==> config.mk <==
export PLATFORM = sky130hd
export DESIGN_NAME = sobel_frame_ctrl_flat
export DESIGN_NICKNAME = d
export VERILOG_FILES = /design/src/rtl/sobel_frame_ctrl_if.sv /design/src/rtl/sobel_frame_ctrl.sv /design/src/flat_wrapper.sv
export SDC_FILE = /design/constraint.sdc
export NUM_CORES = 1
export LEC_CHECK = 0
export CAP_MARGIN = 0
export CORE_ASPECT_RATIO = 1.25
export CORE_MARGIN = 5
export CORE_UTILIZATION = 55
export CTS_CLUSTER_DIAMETER = 150
export DETAILED_ROUTE_END_ITERATION = 10
export PLACE_DENSITY = 0.75
export SETUP_SLACK_MARGIN = 0.1
export SLEW_MARGIN = 20
export SYNTH_ARGS = -nofsm -noshare
export SYNTH_HDL_FRONTEND = slang
export SYNTH_SLANG_ARGS = --single-unit
==> constraint.sdc <==
create_clock -name clk -period 5.69 [get_ports clk]
set_input_delay 1.138 -clock clk [delete_from_list [all_inputs] [get_ports clk]]
set_output_delay 1.138 -clock clk [all_outputs]
set_load 0.03 [all_outputs]
==> src/rtl/sobel_frame_ctrl_if.sv <==
// Handshake bundle between the Sobel frame sequencer, its pixel memory and the edge-pixel writer.
// The slave side is the sequencer; the master side drives start, read data and output ready.
interface sobel_frame_ctrl_if #(
   parameter int AW = 16
);
   logic          start;
   logic          busy;
   logic          done;
   logic          rd_en;
   logic [AW-1:0] rd_addr;
   logic [7:0]    rd_data;
   logic          out_valid;
   logic          out_ready;
   logic [7:0]    out_data;
   logic [AW-1:0] out_addr;

   modport slave (
      input  start, rd_data, out_ready,
      output busy, done, rd_en, rd_addr, out_valid, out_data, out_addr
   );

   modport master (
      output start, rd_data, out_ready,
      input  busy, done, rd_en, rd_addr, out_valid, out_data, out_addr
   );
endinterface

==> src/rtl/sobel_frame_ctrl.sv <==
// Raster-scan Sobel sequencer: 2 cycles per border pixel, 13 per interior pixel (9 reads + drain + magnitude).
// Each edge pixel is held on out_valid until out_ready; no reads are issued while waiting.
module sobel_frame_ctrl #(
   parameter int WIDTH = 8,
   parameter int DEPTH = 8,
   parameter int AW    = 16
) (
   input  logic               clk,
   input  logic               rst_n,
   sobel_frame_ctrl_if.slave  bus
);

   typedef enum logic [2:0] {
      S_IDLE, S_PIX, S_READ, S_DRAIN, S_MAG, S_OUT, S_DONE
   } state_t;

   localparam logic [AW-1:0] W_A    = AW'(WIDTH);
   localparam logic [AW-1:0] XMAX   = AW'(WIDTH - 1);
   localparam logic [AW-1:0] YMAX   = AW'(DEPTH - 1);
   localparam logic [AW-1:0] CORNER = AW'(WIDTH + 1);

   state_t             state_q;
   logic [AW-1:0]      x_q;
   logic [AW-1:0]      y_q;
   logic [3:0]         k_q;
   logic signed [11:0] sumx_q;
   logic signed [11:0] sumy_q;
   logic               busy_q;
   logic               done_q;
   logic               rd_en_q;
   logic [AW-1:0]      rd_addr_q;
   logic               out_valid_q;
   logic [7:0]         out_data_q;
   logic [AW-1:0]      out_addr_q;

   // Tap k walks the column offset I in the outer position, row offset J inner.
   function automatic logic [1:0] tap_i(input logic [3:0] k);
      case (k)
         4'd0, 4'd1, 4'd2: tap_i = 2'd0;
         4'd3, 4'd4, 4'd5: tap_i = 2'd1;
         default:          tap_i = 2'd2;
      endcase
   endfunction

   function automatic logic [1:0] tap_j(input logic [3:0] k);
      case (k)
         4'd0, 4'd3, 4'd6: tap_j = 2'd0;
         4'd1, 4'd4, 4'd7: tap_j = 2'd1;
         default:          tap_j = 2'd2;
      endcase
   endfunction

   // sgn selects -1/0/+1 from the offset along the gradient axis; the centre of the other axis doubles.
   function automatic logic signed [11:0] tap_term(input logic [1:0] sgn,
                                                   input logic [1:0] dbl,
                                                   input logic [7:0] pix);
      logic signed [11:0] p;
      p = (dbl == 2'd1) ? $signed({3'd0, pix, 1'b0}) : $signed({4'd0, pix});
      case (sgn)
         2'd0:    tap_term = -p;
         2'd1:    tap_term = '0;
         default: tap_term = p;
      endcase
   endfunction

   logic [3:0]         nxt_k;
   logic [3:0]         acc_k;
   logic [AW-1:0]      tap_addr;
   logic signed [11:0] term_x;
   logic signed [11:0] term_y;
   logic [11:0]        abs_x;
   logic [11:0]        abs_y;
   logic [11:0]        mag_sum;
   logic [7:0]         edge_val;
   logic               border;
   logic               last_px;

   assign nxt_k    = (state_q == S_PIX) ? 4'd0 : k_q + 4'd1;
   assign acc_k    = (state_q == S_DRAIN) ? k_q : k_q - 4'd1;
   // out_addr_q tracks X + Y*WIDTH, so the tap address is an offset from it.
   assign tap_addr = out_addr_q
                   + {{(AW-2){1'b0}}, tap_i(nxt_k)}
                   + {{(AW-2){1'b0}}, tap_j(nxt_k)} * W_A
                   - CORNER;

   assign term_x   = tap_term(tap_i(acc_k), tap_j(acc_k), bus.rd_data);
   assign term_y   = tap_term(tap_j(acc_k), tap_i(acc_k), bus.rd_data);
   assign abs_x    = sumx_q[11] ? -sumx_q : sumx_q;
   assign abs_y    = sumy_q[11] ? -sumy_q : sumy_q;
   assign mag_sum  = abs_x + abs_y;
   assign edge_val = (mag_sum > 12'd255) ? 8'd0 : 8'd255 - mag_sum[7:0];

   assign border   = (x_q == '0) || (y_q == '0) || (x_q == XMAX) || (y_q == YMAX);
   assign last_px  = (x_q == XMAX) && (y_q == YMAX);

   always_ff @(posedge clk or negedge rst_n) begin
      if (!rst_n) begin
         state_q     <= S_IDLE;
         x_q         <= '0;
         y_q         <= '0;
         k_q         <= '0;
         sumx_q      <= '0;
         sumy_q      <= '0;
         busy_q      <= 1'b0;
         done_q      <= 1'b0;
         rd_en_q     <= 1'b0;
         rd_addr_q   <= '0;
         out_valid_q <= 1'b0;
         out_data_q  <= '0;
         out_addr_q  <= '0;
      end else begin
         case (state_q)
            S_IDLE: begin
               done_q <= 1'b0;
               if (bus.start) begin
                  x_q        <= '0;
                  y_q        <= '0;
                  out_addr_q <= '0;
                  busy_q     <= 1'b1;
                  state_q    <= S_PIX;
               end
            end
            S_PIX: begin
               if (border) begin
                  out_data_q  <= 8'd255;
                  out_valid_q <= 1'b1;
                  state_q     <= S_OUT;
               end else begin
                  sumx_q    <= '0;
                  sumy_q    <= '0;
                  k_q       <= 4'd0;
                  rd_en_q   <= 1'b1;
                  rd_addr_q <= tap_addr;
                  state_q   <= S_READ;
               end
            end
            S_READ: begin
               if (k_q != 4'd0) begin
                  sumx_q <= sumx_q + term_x;
                  sumy_q <= sumy_q + term_y;
               end
               if (k_q == 4'd8) begin
                  rd_en_q <= 1'b0;
                  state_q <= S_DRAIN;
               end else begin
                  k_q       <= nxt_k;
                  rd_addr_q <= tap_addr;
               end
            end
            S_DRAIN: begin
               sumx_q  <= sumx_q + term_x;
               sumy_q  <= sumy_q + term_y;
               state_q <= S_MAG;
            end
            S_MAG: begin
               out_data_q  <= edge_val;
               out_valid_q <= 1'b1;
               state_q     <= S_OUT;
            end
            S_OUT: begin
               if (bus.out_ready) begin
                  out_valid_q <= 1'b0;
                  if (x_q == XMAX) begin
                     x_q <= '0;
                     y_q <= y_q + 1'b1;
                  end else begin
                     x_q <= x_q + 1'b1;
                  end
                  if (last_px) begin
                     out_addr_q <= '0;
                     done_q     <= 1'b1;
                     busy_q     <= 1'b0;
                     state_q    <= S_DONE;
                  end else begin
                     out_addr_q <= out_addr_q + 1'b1;
                     state_q    <= S_PIX;
                  end
               end
            end
            S_DONE: begin
               done_q  <= 1'b0;
               state_q <= S_IDLE;
            end
            default: state_q <= S_IDLE;
         endcase
      end
   end

   assign bus.busy      = busy_q;
   assign bus.done      = done_q;
   assign bus.rd_en     = rd_en_q;
   assign bus.rd_addr   = rd_addr_q;
   assign bus.out_valid = out_valid_q;
   assign bus.out_data  = out_data_q;
   assign bus.out_addr  = out_addr_q;

endmodule
==> src/flat_wrapper.sv <==
// flat-port wrapper written by rule: the top's interface ports become plain ports
module sobel_frame_ctrl_flat 
#(
   parameter int WIDTH = 8,
   parameter int DEPTH = 8,
   parameter int AW    = 16
)
  (clk, rst_n, bus_start, bus_rd_data, bus_out_ready, bus_busy, bus_done, bus_rd_en, bus_rd_addr, bus_out_valid, bus_out_data, bus_out_addr);
  sobel_frame_ctrl_if #(.AW(AW)) bus_i ();
  input  logic clk;
  input  logic rst_n;
  input wire logic [$bits(bus_i.start)-1:0] bus_start;
  input wire logic [$bits(bus_i.rd_data)-1:0] bus_rd_data;
  input wire logic [$bits(bus_i.out_ready)-1:0] bus_out_ready;
  output wire logic [$bits(bus_i.busy)-1:0] bus_busy;
  output wire logic [$bits(bus_i.done)-1:0] bus_done;
  output wire logic [$bits(bus_i.rd_en)-1:0] bus_rd_en;
  output wire logic [$bits(bus_i.rd_addr)-1:0] bus_rd_addr;
  output wire logic [$bits(bus_i.out_valid)-1:0] bus_out_valid;
  output wire logic [$bits(bus_i.out_data)-1:0] bus_out_data;
  output wire logic [$bits(bus_i.out_addr)-1:0] bus_out_addr;
  assign bus_i.start = bus_start;
  assign bus_i.rd_data = bus_rd_data;
  assign bus_i.out_ready = bus_out_ready;
  assign bus_busy = bus_i.busy;
  assign bus_done = bus_i.done;
  assign bus_rd_en = bus_i.rd_en;
  assign bus_rd_addr = bus_i.rd_addr;
  assign bus_out_valid = bus_i.out_valid;
  assign bus_out_data = bus_i.out_data;
  assign bus_out_addr = bus_i.out_addr;
  sobel_frame_ctrl #(.WIDTH(WIDTH), .DEPTH(DEPTH), .AW(AW)) u_core (.clk(clk), .rst_n(rst_n), .bus(bus_i));
endmodule
==> results.yml, run 1 <==
setup_path:
  crit_arrival_ns: 5.30
  startpoint_type: "flip-flop"
  slowest_delay_ns: 0.51
  path_buf_inv: 1
  worstPathMaxFanout: 21
  path_class: "flip-flop to flip-flop"
  worst-endpoint-required_ns: 5.91
  crit_path_frequent_cell: "ha_1"
  critical_path.endpoint_type: "flip-flop"
  cp_slowest_cell: "ha_1"
  worstPathCellList: "inv_1 -> ha_1 -> nor2b_1 -> or4_1 -> a31oi_1 -> o21a_1 -> mux2i_1 -> ha_1 -> nand2_1 -> a211oi_2 -> a211oi_1 -> nand3b_1 -> ha_1 -> nand3_1 -> or3_1 -> nand4b_1 -> a211oi_1 -> o21ai_0 -> o311ai_0"
  crit_family: "simple AND/OR/NAND/NOR gates"
synth:
  syn-cell-area_um2: 8800
  synth_top_area_cell: "dfrtp_1"
  synth_edf_count: 0
  avgSynthCellArea_um2: 8.13
  synth.distinct_cells: 69
  yosys_warnings: 0
  ys_ff_latch: 107
  yosysSeqAreaShare: 0.304
  yosys.area.top_type_share: 0.304
  ys.flop_type: "dfrtp_1"
  synth.area.top_cells: "dfrtp_1, ha_1, o21ai_0, xnor2_1, nand2_1"
  ys_async_sr_fraction: 1.00
  synthesis.instances: 1083
  synth_fp_nets: 1173
floorplan:
  die_w_um: 123
  dieHeight_um: 151
  ios: 56
  die_area_um2: 18600
  start_util: 0.563
  core-area_um2: 15600
  rows: 51
sta:
  rsz0062_at_grt: "no"
  min_period_ns: 5.09
  final_max_slew_viol_count: 0
  tightest_slew_ns: 1.08
  post-route-period-util: 0.894
  final.setup.tns_ns: 0
  finalSetupViolations: 0
  slew-limit-headroom: 0.264
  finalHoldViolCount: 0
  fin_skew_ns: 0.00957
  max_freq_mhz: 197
routing:
  wirelength_um: 21400
  wl_per_cell_um: 16.0
  ant_nets: 0
  drt_iter0_markers: 533
  vias_per_cell: 5.95
  drc: 0
  vias: 7930
  drtPass1Iterations: 5
cts:
  clk_latency_ns: 0.36
  cts.sinks: 107
  cts_buffer_depth: 2
  cts_hold_buf: 0
  tritoncts: "done"
  htreeDepth: 3
  clock-root-buffer: "clkbuf_16"
  clkTransAtPathRegs_ns: 0.08
  post_cts_buffers: 0
  cts_inserted_buffers: 9
finish:
  mostFrequentLayoutCell: "nand2_1"
  nets: 1206
  design_area_um2: 9870
  antennaDiodeCount: 0
  final_util: 0.631
  syn2layout_area_growth_pct: 12.2
  final_cell_mix: "nand2_1, dfrtp_1, nor2_1, o21ai_0, ha_1"
  drive_above_1_share: 0.0393
  instances_no_fill: 1333
global_route:
  grt_pass1_wl_um: 36200
  grt_pass1_vias: 7623
  grt_usage: 0.240
  overflow: 0
  antenna_found_initial: 0
  grt_max_degree: 79
power:
  ir_drop_uv: 273
  p_per_area_nw_per_um2: 572
  p_leak_nw: 4.33
  p_total_mw: 5.65
worst_hold_path:
  hold_class: "flip-flop to flip-flop"
placement:
  place_congestion: 0.914
  dp_cells: 1317
  dpl.hpwl_um: 15800
  port_buffers: 55
  placed_area_um2: 9540
run_status:
  status: "finished clean"
flow_run:
  cap_violations: 0
-- final cells by class --
| type | count | area (µm²) |
|---|---|---|
| multi-input combinational | 880 | 5760 |
| fill | 1423 | 5760 |
| sequential | 107 | 2680 |
| timing repair buffer | 69 | 657 |
| tap | 212 | 265 |
| clock buffer | 9 | 225 |
| inverter | 49 | 184 |
| clock inverter | 7 | 97.6 |
-- stage by stage --
stage	hold WS, ns	worst slack, ns
final	0.482	0.605
after detailed placement	0.460	0.532
after floorplan	0.469	0.825
after global placement	0.460	0.731
after CTS	0.483	0.512
after global routing	0.514	0.127
-- final timing paths --
check                           slack, ns  cells after the start                   from                endpoint
worst max-delay path                 0.60                     19          u_core.k_q[1]       u_core.sumx_q[11]
worst min-delay path                 0.48                      2  u_core.bus.rd_addr[7]   u_core.bus.rd_addr[7]
worst max register to register       0.60                     19          u_core.k_q[1]       u_core.sumx_q[11]
worst min register to register       0.48                      2  u_core.bus.rd_addr[7]   u_core.bus.rd_addr[7]
max in group asynchronous            3.97                      2                  rst_n           u_core.k_q[3]
min in group asynchronous            0.80                      1                  rst_n  u_core.bus.out_data[6]
-- report_power, final --
part	switching, mW	total, mW	leakage (nW)	internal (mW)
Clock	0.316	0.669	0.149	0.353
Sequential	0.229	1.17	1.39	0.944
Combinational	2.15	3.80	2.79	1.65
-- routing by layer --
layer | vias up | routed length [µm] | global-route usage
met5 | - | 0 | 0
met4 | 0 | 885 | 0.109
met3 | 50 | 659 | 0.0291
met2 | 152 | 10800 | 0.424
met1 | 3774 | 9030 | 0.288
li1 | 3954 | - | -
-- synthesized netlist by cell type, types with 3 or more instances --
master,n
nand2_1,123
dfrtp_1,107
nor2_1,102
o21ai_0,102
ha_1,74
a21oi_1,59
xnor2_1,53
inv_1,49
clkbuf_1,37
nand3_1,35
xor2_1,29
nor3_1,26
o31ai_1,22
mux2i_1,15
nor2b_1,15
or3_1,15
nand2b_1,14
nor4_1,14
o21a_1,14
a21o_1,13
a211oi_1,11
a22o_1,11
and3_1,11
a31oi_1,10
nand4_1,10
o22ai_1,9
nand3b_1,7
o211ai_1,7
buf_2,6
a2111oi_0,5
and2_1,4
and4_1,4
buf_1,4
fa_1,4
o21bai_1,4
o31a_1,4
o41ai_1,4
or4_1,4
a21boi_0,3
nand4b_1,3
o211a_1,3
o311ai_0,3
-- sequential cells by signal (all words and copies together) (netlist names) --
register and flops:
u_core.state_q 3, u_core.bus.rd_addr 16, u_core.sumy_q 12, u_core.bus.out_data 8, u_core.bus.rd_en 1, u_core.bus.done 1, u_core.y_q 16, u_core.bus.out_valid 1
u_core.k_q 4, u_core.x_q 16, u_core.bus.busy 1, u_core.bus.out_addr 16, u_core.sumx_q 12
-- timing repair --
| item | in CTS | in global routing |
|---|---|---|
| resized for setup | 0 | 1 |
| endpoints found under the hold margin | 0 | 0 |
| endpoints found under the setup margin | 0 | 1 |
-- cell families (layout without fill, tap and decap cells) --
kind of cell / Yosys count / after routing / share of synthesized area
buf+inv: 96 / 134 / 0.0418
simple gates: 400 / 400 / 0.220
fa+ha+maj: 78 / 78 / 0.114
flops: 107 / 107 / 0.304
xor+xnor: 83 / 83 / 0.0842
mux: 16 / 16 / 0.0183
compound gates: 303 / 303 / 0.217
-- worst reg2reg max path: stages, from the launching register on --
cell	delay, ns
dfrtp_1	0.48
inv_1	0.13
ha_1	0.51
nor2b_1	0.26
or4_1	0.48
a31oi_1	0.31
o21a_1	0.19
mux2i_1	0.24
ha_1	0.23
nand2_1	0.13
a211oi_2	0.39
a211oi_1	0.11
nand3b_1	0.18
ha_1	0.36
nand3_1	0.08
or3_1	0.34
nand4b_1	0.13
a211oi_1	0.09
o21ai_0	0.17
o311ai_0	0.13
(Power assumes the default switching activity.)
==> inputs of run 2 (changes only) <==
--- a/config.mk
+++ b/config.mk
@@ -9,7 +9,7 @@
 export CORE_ASPECT_RATIO = 1.25
 export CORE_MARGIN = 5
 export CORE_UTILIZATION = 55
-export CTS_CLUSTER_DIAMETER = 150
+export CTS_CLUSTER_DIAMETER = 50
 export DETAILED_ROUTE_END_ITERATION = 10
 export PLACE_DENSITY = 0.75
 export SETUP_SLACK_MARGIN = 0.1
==> results of run 2 <==
Final layout, timing and power as in run 1 (identical DEF).
==> inputs of run 3 (changes only) <==
--- a/config.mk
+++ b/config.mk
@@ -5,9 +5,10 @@
 export SDC_FILE = /design/constraint.sdc
 export NUM_CORES = 1
 export LEC_CHECK = 0
+export ABC_AREA = 1
 export CAP_MARGIN = 0
 export CORE_ASPECT_RATIO = 1.25
-export CORE_MARGIN = 5
+export CORE_MARGIN = 8
 export CORE_UTILIZATION = 55
 export CTS_CLUSTER_DIAMETER = 50
 export DETAILED_ROUTE_END_ITERATION = 10
==> results.yml, run 3 <==
run_status:
  status: "finished clean"
synth:
  synth_edf_count: 0
  ys_async_sr_fraction: 1.00
  syn-cell-area_um2: 8780
  yosys.area.top_type_share: 0.305
  synth_top_area_cell: "dfrtp_1"
  yosys_warnings: 0
  ys.flop_type: "dfrtp_1"
  yosysSeqAreaShare: 0.305
  avgSynthCellArea_um2: 7.34
  synth.distinct_cells: 56
  synth_fp_nets: 1286
  synth.most_common_cell: "nand2_1"
  synth.area.top_cells: "dfrtp_1, ha_1, nand2_1, inv_1, a21oi_1"
  synthTopCellsByCount: "nand2_1, inv_1, nor2_1"
  ys_ff_latch: 107
  synthesis.instances: 1196
finish:
  final_cell_mix: "nand2_1, inv_1, nor2_1, dfrtp_1, a21oi_1"
  nets: 1331
  antennaDiodeCount: 0
  syn2layout_area_growth_pct: 11.4
  mostFrequentLayoutCell: "nand2_1"
  drive_above_1_share: 0.0626
  instances_no_fill: 1458
routing:
  wirelength_um: 21200
  drt_iter0_markers: 462
  ant_nets: 0
  vias: 8028
  wl_per_cell_um: 14.5
  drc: 0
  drtPass1Iterations: 6
  vias_per_cell: 5.51
global_route:
  grt_usage: 0.217
  grtUsageMet1: 0.251
  grt_pass1_wl_um: 35900
  grt_busiest_layer: "met2"
  antenna_found_initial: 0
  grt_pass1_vias: 7799
  grt_max_degree: 61
  overflow: 0
  grtUsageMet3: 0.0264
  met2_usage: 0.394
power:
  p_sw_frac: 0.529
  seqPwrFrac: 0.196
  switchingPower_mw: 2.85
  clock_power_share: 0.116
  p_per_area_nw_per_um2: 551
  power_frac_comb: 0.688
  ir_drop_uv: 346
  p_leak_nw: 4.62
  p_int_mw: 2.54
floorplan:
  dieHeight_um: 157
  rows: 51
  die_area_um2: 20300
  die_w_um: 129
  ios: 56
  core-area_um2: 15600
  start_util: 0.562
flow_run:
  cap_violations: 0
setup_path:
  critical_path.endpoint_type: "flip-flop"
  worstPathMaxFanout: 20
  cp_slowest_cell: "dfrtp_1"
  crit_path_frequent_cell: "nand2_1"
  slowest_delay_ns: 0.46
  worst-endpoint-required_ns: 5.99
  path_class: "flip-flop to flip-flop"
  crit_arrival_ns: 4.97
  startpoint_type: "flip-flop"
placement:
  dp_cells: 1442
  place_congestion: 0.920
  port_buffers: 55
  dpl.hpwl_um: 16500
cts:
  cts.repair.resized: 0
  htreeDepth: 3
  cts_buffer_depth: 2
  tritoncts: "done"
  clock-root-buffer: "clkbuf_16"
  cts.sinks: 107
  cts_hold_buf: 0
  cts_inserted_buffers: 9
  post_cts_buffers: 0
  clkTransAtPathRegs_ns: 0.08
  clk_latency_ns: 0.36
sta:
  final_max_slew_viol_count: 0
  tightest_slew_ns: 1.07
  hold_ws_ns: 0.485
  slew-limit-headroom: 0.288
  fin_skew_ns: 0.0130
  final.setup.tns_ns: 0
  max_freq_mhz: 214
  post-route-period-util: 0.821
  min_period_ns: 4.67
  rsz0062_at_grt: "no"
  finalSetupViolations: 0
  finalHoldViolCount: 0
worst_hold_path:
  hold_class: "flip-flop to flip-flop"
-- run 3: cell types whose count changed in the layout (fill, tap and decap cells not counted), moves of 17 or more --
cell	change
a21oi_1	+36
inv_1	+113
nand2_1	+71
nand3_1	+23
nor2_1	+17
o21ai_0	-23
xnor2_1	-40
xor2_1	+18
-- run 3: path summary, 6_finish.rpt --
| check | start | to | slack (ns) | cells after the start |
|---|---|---|---|---|
| min in group asynchronous | rst_n | u_core.bus.out_data[6] | 0.86 | 1 |
| worst max register to register | u_core.k_q[1] | u_core.sumx_q[11] | 1.02 | 31 |
| worst max-delay path | u_core.k_q[1] | u_core.sumx_q[11] | 1.02 | 31 |
| worst min register to register | u_core.bus.busy | u_core.bus.busy | 0.48 | 2 |
| max in group asynchronous | rst_n | u_core.bus.rd_addr[14] | 3.70 | 2 |
| worst min-delay path | u_core.bus.busy | u_core.bus.busy | 0.48 | 2 |
-- run 3: final cells by class --
type | instances | area (µm²)
repair buffers | 57 | 563
fillers | 1457 | 5850
well taps | 212 | 265
clock inverters | 4 | 42.5
multi-input cells | 890 | 5330
inverters | 176 | 661
clock buffers | 12 | 246
flip-flops and latches | 107 | 2680
-- run 3: cells by family (layout without fill, tap and decap cells) --
group,Yosys count,after routing,share of synthesized area
compound gates,264,264,0.173
xor+xnor,60,60,0.0599
fa+ha+maj,78,78,0.115
buf+inv,199,249,0.0885
flops,107,107,0.305
mux,2,2,0.00257
simple gates,486,486,0.257
-- run 3: power groups by stage --
stage	combinational [mW]	sequential, mW	clock, mW
3_5_place_dp	3.71	1.07	0
2_1_floorplan	2.68	1.22	0
6_report	3.71	1.06	0.628
3_3_place_gp	3.65	1.06	0
4_1_cts	3.73	1.05	0.642
5_1_grt	4.17	1.08	0.671
-- run 3: through the flow --
stage          utilization  instance area, µm²  worst slack [ns]  power [mW]
2_1_floorplan            -                8780              1.87        3.90
3_3_place_gp         0.607                9490              1.30        4.71
3_5_place_dp         0.607                9490              1.06        4.78
4_1_cts              0.626                9780              1.02        5.43
5_1_grt              0.626                9780             0.391        5.92
6_report             0.626                9780              1.02        5.39
-- run 3: worst max-delay path: cells and delay by family, from the launching register on --
family,cells,cell delay [ns]
buffers and inverters,5,0.45
flip-flops,1,0.46
AO/OA/AOI/OAI,9,1.29
AND/OR/NAND/NOR,14,1.44
adder cells (fa/ha/maj),3,0.95
-- run 3: layer usage --
metal,vias up,wire length [µm]
met5,-,0
met4,0,531
met3,35,530
met2,151,10900
met1,3754,9220
li1,4088,-
